`config.mk`:
```
export PLATFORM = sky130hd
export DESIGN_NAME = oled_top_flat
export DESIGN_NICKNAME = d
export VERILOG_FILES = /design/src/rtl/oled_if.sv /design/src/rtl/oled_top.sv /design/src/flat_wrapper.sv
export SDC_FILE = /design/constraint.sdc
export NUM_CORES = 1
export LEC_CHECK = 0
export ABC_AREA = 1
export CAP_MARGIN = 20
export CELL_PAD_IN_SITES_DETAIL_PLACEMENT = 2
export CELL_PAD_IN_SITES_GLOBAL_PLACEMENT = 2
export CORE_MARGIN = 5
export CORE_UTILIZATION = 34
export DETAILED_ROUTE_END_ITERATION = 16
export GPL_TIMING_DRIVEN = 0
export PLACE_DENSITY_LB_ADDON = 0.1
export SYNTH_ARGS = -nofsm -noshare
export SYNTH_HDL_FRONTEND = slang
export SYNTH_SLANG_ARGS = --single-unit
```
`constraint.sdc`:
```
create_clock -name clock -period 2 [get_ports clock]
set_input_delay 0.4 -clock clock [delete_from_list [all_inputs] [get_ports clock]]
set_output_delay 0.4 -clock clock [all_outputs]
set_load 0.05 [all_outputs]
```
`src/rtl/oled_if.sv`:
```
// Pin bundle for the Pmod OLED (SSD1306, 4-wire write-only SPI plus power/reset).
// The controller drives through the master modport; the panel side observes via slave.
interface oled_if;
    logic oled_spi_clk;
    logic oled_spi_data;
    logic oled_vdd;
    logic oled_vbat;
    logic oled_reset_n;
    logic oled_dc_n;

    modport master (
        output oled_spi_clk, oled_spi_data, oled_vdd, oled_vbat, oled_reset_n, oled_dc_n
    );

    modport slave (
        input oled_spi_clk, oled_spi_data, oled_vdd, oled_vbat, oled_reset_n, oled_dc_n
    );
endinterface

```
`src/rtl/oled_top.sv`:
```
// SSD1306 128x32 power-up sequencer, init command player and checkerboard frame streamer.
// Optional macro OLED_REFRESH_EN: resend the 512-byte frame continuously instead of stopping.
module oled_top #(
    parameter int CLK_DIV = 10,
    parameter int T_1MS   = 100000,
    parameter int T_100MS = 10000000
) (
    input  logic       clock,
    input  logic       reset,
    oled_if.master     oled,
    output logic [3:0] dbg_state
);

    localparam int DW   = $clog2(T_100MS + 1);
    localparam int DIVW = (CLK_DIV > 1) ? $clog2(CLK_DIV) : 1;

    typedef enum logic [3:0] {
        PWR_VDD, WAIT_VDD, CMD_OFF, RST_LO, RST_HI, CMD_PUMP,
        PWR_VBAT, WAIT_VBAT, CMD_CFG, DATA, DONE
    } state_t;

    state_t          state_q, state_d;
    logic [DW-1:0]   dly_q, dly_d;
    logic [3:0]      cmd_idx_q, cmd_idx_d;
    logic [8:0]      data_cnt_q, data_cnt_d;
    logic            vdd_q, vdd_d, vbat_q, vbat_d, rstn_q, rstn_d, dc_q, dc_d;
    logic            sclk_q, sclk_d, mosi_q, mosi_d, busy_q, busy_d;
    logic [7:0]      shift_q, shift_d;
    logic [2:0]      bit_cnt_q, bit_cnt_d;
    logic [DIVW-1:0] div_q, div_d;
    logic            start;
    logic [7:0]      tx_byte;

    function automatic logic [7:0] cmd_rom(input logic [3:0] idx);
        case (idx)
            4'd0:    cmd_rom = 8'hAE;
            4'd1:    cmd_rom = 8'h8D;
            4'd2:    cmd_rom = 8'h14;
            4'd3:    cmd_rom = 8'hD9;
            4'd4:    cmd_rom = 8'hF1;
            4'd5:    cmd_rom = 8'hA1;
            4'd6:    cmd_rom = 8'hC8;
            4'd7:    cmd_rom = 8'hDA;
            4'd8:    cmd_rom = 8'h20;
            4'd9:    cmd_rom = 8'h20;
            4'd10:   cmd_rom = 8'h00;
            4'd11:   cmd_rom = 8'hAF;
            default: cmd_rom = 8'h00;
        endcase
    endfunction

    // Sequencer. Command states play the ROM up to an end index, one byte per
    // idle engine; the state is left only after the last byte has fully shifted out.
    always_comb begin
        state_d    = state_q;
        dly_d      = dly_q;
        cmd_idx_d  = cmd_idx_q;
        data_cnt_d = data_cnt_q;
        vdd_d      = vdd_q;
        vbat_d     = vbat_q;
        rstn_d     = rstn_q;
        dc_d       = dc_q;
        start      = 1'b0;
        tx_byte    = 8'h00;
        case (state_q)
            PWR_VDD: begin
                vdd_d   = 1'b0;
                dly_d   = '0;
                state_d = WAIT_VDD;
            end
            WAIT_VDD: begin
                if (dly_q == DW'(T_1MS - 1)) begin
                    dly_d   = '0;
                    state_d = CMD_OFF;
                end else begin
                    dly_d = dly_q + DW'(1);
                end
            end
            CMD_OFF, CMD_PUMP, CMD_CFG: begin
                if (!busy_q) begin
                    if ((state_q == CMD_OFF  && cmd_idx_q == 4'd1) ||
                        (state_q == CMD_PUMP && cmd_idx_q == 4'd5) ||
                        (state_q == CMD_CFG  && cmd_idx_q == 4'd12)) begin
                        dly_d = '0;
                        case (state_q)
                            CMD_OFF: begin
                                rstn_d  = 1'b0;
                                state_d = RST_LO;
                            end
                            CMD_PUMP: state_d = PWR_VBAT;
                            default: begin
                                dc_d    = 1'b1;
                                state_d = DATA;
                            end
                        endcase
                    end else begin
                        start     = 1'b1;
                        tx_byte   = cmd_rom(cmd_idx_q);
                        cmd_idx_d = cmd_idx_q + 4'd1;
                    end
                end
            end
            RST_LO, RST_HI: begin
                if (dly_q == DW'(T_1MS - 1)) begin
                    dly_d = '0;
                    if (state_q == RST_LO) begin
                        rstn_d  = 1'b1;
                        state_d = RST_HI;
                    end else begin
                        state_d = CMD_PUMP;
                    end
                end else begin
                    dly_d = dly_q + DW'(1);
                end
            end
            PWR_VBAT: begin
                vbat_d  = 1'b0;
                dly_d   = '0;
                state_d = WAIT_VBAT;
            end
            WAIT_VBAT: begin
                if (dly_q == DW'(T_100MS - 1)) begin
                    dly_d   = '0;
                    state_d = CMD_CFG;
                end else begin
                    dly_d = dly_q + DW'(1);
                end
            end
            DATA: begin
                if (!busy_q) begin
                    start      = 1'b1;
                    tx_byte    = data_cnt_q[0] ? 8'h55 : 8'hAA;
                    data_cnt_d = data_cnt_q + 9'd1;
                    // Leave on the start of the final byte; the engine finishes it alone.
                    if (data_cnt_q == 9'd511) state_d = DONE;
                end
            end
            DONE: begin
`ifdef OLED_REFRESH_EN
                state_d = DATA;
`else
                state_d = DONE;
`endif
            end
            default: state_d = PWR_VDD;
        endcase
    end

    // SPI engine: mode 3, SCLK falls with each new MOSI bit, byte ends with SCLK high.
    always_comb begin
        shift_d   = shift_q;
        mosi_d    = mosi_q;
        sclk_d    = sclk_q;
        busy_d    = busy_q;
        div_d     = div_q;
        bit_cnt_d = bit_cnt_q;
        if (start) begin
            shift_d   = tx_byte;
            mosi_d    = tx_byte[7];
            sclk_d    = 1'b0;
            busy_d    = 1'b1;
            div_d     = '0;
            bit_cnt_d = 3'd0;
        end else if (busy_q) begin
            if (div_q == DIVW'(CLK_DIV - 1)) begin
                div_d = '0;
                if (!sclk_q) begin
                    sclk_d = 1'b1;
                end else if (bit_cnt_q == 3'd7) begin
                    busy_d = 1'b0;
                end else begin
                    sclk_d    = 1'b0;
                    bit_cnt_d = bit_cnt_q + 3'd1;
                    shift_d   = {shift_q[6:0], 1'b0};
                    mosi_d    = shift_q[6];
                end
            end else begin
                div_d = div_q + DIVW'(1);
            end
        end
    end

    always_ff @(posedge clock) begin
        if (reset) begin
            state_q    <= PWR_VDD;
            dly_q      <= '0;
            cmd_idx_q  <= '0;
            data_cnt_q <= '0;
            vdd_q      <= 1'b1;
            vbat_q     <= 1'b1;
            rstn_q     <= 1'b1;
            dc_q       <= 1'b0;
            sclk_q     <= 1'b1;
            mosi_q     <= 1'b0;
            busy_q     <= 1'b0;
            shift_q    <= '0;
            bit_cnt_q  <= '0;
            div_q      <= '0;
        end else begin
            state_q    <= state_d;
            dly_q      <= dly_d;
            cmd_idx_q  <= cmd_idx_d;
            data_cnt_q <= data_cnt_d;
            vdd_q      <= vdd_d;
            vbat_q     <= vbat_d;
            rstn_q     <= rstn_d;
            dc_q       <= dc_d;
            sclk_q     <= sclk_d;
            mosi_q     <= mosi_d;
            busy_q     <= busy_d;
            shift_q    <= shift_d;
            bit_cnt_q  <= bit_cnt_d;
            div_q      <= div_d;
        end
    end

    assign oled.oled_spi_clk  = sclk_q;
    assign oled.oled_spi_data = mosi_q;
    assign oled.oled_vdd      = vdd_q;
    assign oled.oled_vbat     = vbat_q;
    assign oled.oled_reset_n  = rstn_q;
    assign oled.oled_dc_n     = dc_q;
    assign dbg_state          = state_q;

endmodule

```
`src/flat_wrapper.sv`:
```
// flat-port wrapper written by rule: the top's interface ports become plain ports
module oled_top_flat 
#(
    parameter int CLK_DIV = 10,
    parameter int T_1MS   = 100000,
    parameter int T_100MS = 10000000
)
  (clock, reset, dbg_state, oled_oled_spi_clk, oled_oled_spi_data, oled_oled_vdd, oled_oled_vbat, oled_oled_reset_n, oled_oled_dc_n);
  oled_if oled_i ();
  input  logic clock;
  input  logic reset;
  output logic [3:0] dbg_state;
  output wire logic [$bits(oled_i.oled_spi_clk)-1:0] oled_oled_spi_clk;
  output wire logic [$bits(oled_i.oled_spi_data)-1:0] oled_oled_spi_data;
  output wire logic [$bits(oled_i.oled_vdd)-1:0] oled_oled_vdd;
  output wire logic [$bits(oled_i.oled_vbat)-1:0] oled_oled_vbat;
  output wire logic [$bits(oled_i.oled_reset_n)-1:0] oled_oled_reset_n;
  output wire logic [$bits(oled_i.oled_dc_n)-1:0] oled_oled_dc_n;
  assign oled_oled_spi_clk = oled_i.oled_spi_clk;
  assign oled_oled_spi_data = oled_i.oled_spi_data;
  assign oled_oled_vdd = oled_i.oled_vdd;
  assign oled_oled_vbat = oled_i.oled_vbat;
  assign oled_oled_reset_n = oled_i.oled_reset_n;
  assign oled_oled_dc_n = oled_i.oled_dc_n;
  oled_top #(.CLK_DIV(CLK_DIV), .T_1MS(T_1MS), .T_100MS(T_100MS)) u_core (.clock(clock), .reset(reset), .oled(oled_i), .dbg_state(dbg_state));
endmodule
```
==> impl_metrics.ini <==
[floorplan]
dieHeight_um = 117
start_util_pct = 34.5
die_x_um = 117
die-area_um2 = 13700
io_pins = 12
core-area_um2 = 11300
rows = 39

[drt]
drc_errors = 0
routedWlPerCell_um = 18.5
final_antenna_net_count = 0
wl_mm = 14.5
vias_per_cell = 5.24
drt_first_pass_iters = 4
initialDrtViolationCount = 126
via_count = 4114

[timing]
setup_ws_ps = -50.3
setup_viol = 5
hold_violations = 0
min_period_ps = 2050
fin_hold_ws_ps = 450
clock.fmax_mhz = 488
slew_viol_final = 0
max_slew.worst_pin.slew_ps = 685
finClkSkew_ps = 9.37
slew_headroom_pct = 54.4
rsz0062_at_grt = true
period_share_pct = 103

[clock_tree]
insertion_delay_ps = 350
root_buffer = clkbuf_16
cts_num_sinks = 70
clk_pin_slew_ps = 60
cts.hold.buffers_added = 0
h-tree-depth = 3
cts_tree = built
cts_buffers = 9
cts_buffer_depth = 2

[pwr]
ir_drop_mv = 0.925
p_int_mw = 3.96
switchingPower_mw = 3.04
power.total_mw = 7.01
switching_share_pct = 43.4
leakage_nw = 2.12
p_per_area_nw_per_um2 = 1410
clockPowerShare_pct = 24.4
p_comb_share_pct = 48.9
seqPwrFrac_pct = 26.7

[run_status]
violations = negative setup slack
status = finished, violations left

[final_layout]
antenna_cells = 0
fin_util_pct = 44.0
nNetsFinal = 651
final_layout_size_suffix_gt1_share_pct = 19.8
area_growth_pct = 27.6

[global_route]
overflow = 0
grt_pass1_wl_mm = 22.0
grt_pass1_vias = 4394
grt_util_all_layers_pct = 20.8
grt_antenna_before_repair = 0
grt_max_degree = 12

[setup_path]
r2r_slack_ps = -50
critPathTopFamily = simple AND/OR/NAND/NOR gates
cpPeakStageDelay_ps = 400
worst-path-buf-inv = 2
critical_path_required_ps = 2290
path_depth = 15
cp-start-kind = flip-flop
crit_arrival_ps = 2340
r2r-start = u_core.dbg_state[1]
cp-end-kind = flip-flop
startpoint = u_core.dbg_state[1]
path_max_fanout = 6
crit_path_top_delay_cell = dfxtp_4
cpMostUsedCell = nand2_1
ff2ff_path_depth = 15
worstSetupPathType = reg -> reg
crit_chain = inv_2 -> nor2_1 -> nand2_1 -> nand3_4 -> nand2_4 -> nor2_4 -> nand2_2 -> nand2_2 -> nand2_4 -> inv_4 -> ha_4 -> nand3_1 -> nand2_1 -> nand2_1 -> nand2_1

[logic_synthesis]
synth_warnings = 0
syn_inst = 599
synth-seq-cells = 70
syn_area_per_cell_um2 = 6.52
synth_cell_types = 35
ys_seq_area_share_pct = 35.9
syn_area_um2 = 3900
synth_nets = 612

[placement]
portBuffers = 10
pre_cts_slack_ps = -576
gp_congestion = 0.852
dpl.hpwl_mm = 9.92

[min_path]
min_path_type = reg -> reg

[flow_run]
maxCapViolCount = 0
-- area by class of cell --
type | instances | area [µm²]
Timing Repair Buffer | 28 | 244
Clock inverter | 4 | 72.6
Sequential cell | 70 | 1420
Tap cell | 143 | 179
Buffer | 11 | 81.3
Multi-Input combinational cell | 439 | 2430
Inverter | 79 | 315
Fill cell | 1351 | 6340
Clock buffer | 11 | 233
-- worst min path at each step --
stage	start	endpoint	slack (ps)	cells past startpoint
floorplan	u_core.data_cnt_q[7]	u_core.data_cnt_q[7]	440	2
global placement	u_core.oled.oled_vdd	u_core.oled.oled_vdd	430	2
detailed placement	u_core.oled.oled_vbat	u_core.oled.oled_vbat	440	2
CTS	u_core.oled.oled_vdd	u_core.oled.oled_vdd	450	2
global route	u_core.oled.oled_vdd	u_core.oled.oled_vdd	460	2
finish	u_core.oled.oled_vdd	u_core.oled.oled_vdd	450	2
-- synthesized netlist by cell type --
| library cell | instances | area [µm²] |
|---|---|---|
| a211oi_1 | 1 | 7.51 |
| xor2_1 | 6 | 52.6 |
| o221ai_1 | 1 | 8.76 |
| o211ai_1 | 3 | 22.5 |
| o21a_1 | 1 | 7.51 |
| a21oi_1 | 39 | 195 |
| buf_4 | 2 | 15.0 |
| a31o_2 | 1 | 8.76 |
| a22oi_1 | 1 | 7.51 |
| o21ai_0 | 21 | 105 |
| nand3b_1 | 2 | 15.0 |
| ha_1 | 11 | 138 |
| nor4_1 | 1 | 6.26 |
| inv_1 | 74 | 278 |
| or2_1 | 2 | 12.5 |
| and3_1 | 2 | 12.5 |
| or2_2 | 9 | 56.3 |
| nor3_1 | 13 | 65.1 |
| buf_1 | 1 | 3.75 |
| inv_2 | 5 | 18.8 |
| buf_2 | 2 | 10.0 |
| nor3b_1 | 3 | 22.5 |
| nor2_4 | 2 | 22.5 |
| nor2_1 | 73 | 274 |
| nand2_2 | 5 | 31.3 |
| clkbuf_1 | 5 | 18.8 |
| nor2_2 | 5 | 31.3 |
| xnor2_1 | 2 | 17.5 |
| a31oi_1 | 4 | 25.0 |
| buf_6 | 1 | 11.3 |
| dfxtp_1 | 70 | 1400 |
| nand4_1 | 16 | 100 |
| nand3_1 | 57 | 285 |
| nand2_1 | 154 | 578 |
| nand3_2 | 4 | 40.0 |
-- worst reg2reg max path, cell delays in order (launching register included) --
cell and delay (ps):
dfxtp_4 400, inv_2 70, nor2_1 170, nand2_1 130, nand3_4 130, nand2_4 60, nor2_4 210, nand2_2 80
nand2_2 110, nand2_4 100, inv_4 80, ha_4 150, nand3_1 100, nand2_1 110, nand2_1 60, nand2_1 50
-- power by group through the flow --
stage                     combinational, mW  sequential, mW  clock (mW)
after global routing                   3.75            1.91        1.81
after floorplan                        1.57            1.98           0
final                                  3.43            1.87        1.71
after detailed placement               2.50            1.85           0
after global placement                 2.40            1.84           0
after CTS                              2.81            1.84        1.75
-- cell usage in the layout (no fill, tap or decap), drive strengths merged, types with 2 or more instances in the layout --
cell type	n
clkdlybuf4s50	8
inv	78
nand4	16
ha	11
nand3b	2
a21oi	39
a31oi	4
and3	2
nand3	61
bufinv	2
o21ai	21
xor2	6
clkbuf	16
nor2	80
clkinvlp	2
nor3	13
o211ai	3
dfxtp	70
or2	11
buf	24
nor3b	3
nand2	159
xnor2	2
-- layer usage --
layer | global-route usage, % | vias up | share of wire (%)
met3 | 4.27 | 17 | 2.3
met5 | 0 | - | 0
li1 | - | 2009 | -
met1 | 23.2 | 2048 | 42
met4 | 6.96 | 0 | 1.9
met2 | 39.0 | 40 | 54
-- cells by family (layout without fill, tap and decap cells) --
group	count (synthesis)	after routing	share of synthesized area, %
AND/OR/NAND/NOR	348	348	39.8
buffers and inverters	90	133	9.10
adder cells (fa/ha/maj)	11	11	3.52
XOR/XNOR	8	8	1.79
AO/OA/AOI/OAI	72	72	9.93
flip-flops	70	70	35.9
-- metrics by stage --
stage          area [µm²]  TNS, ps  instances
2_1_floorplan        3910        0        599
3_3_place_gp         4190    -6260        752
3_5_place_dp         4190    -8720        752
4_1_cts              4650     -130        771
5_1_grt              4980    -2910        785
6_report             4980    -75.3        785
-- timing repair --
action | in CTS | in global routing
setup endpoints to repair | 48 | 55
pin swaps | 4 | 15
setup buffers | 4 | 14
gates resized for setup | 39 | 71
Power figures use the tool's default switching activity.
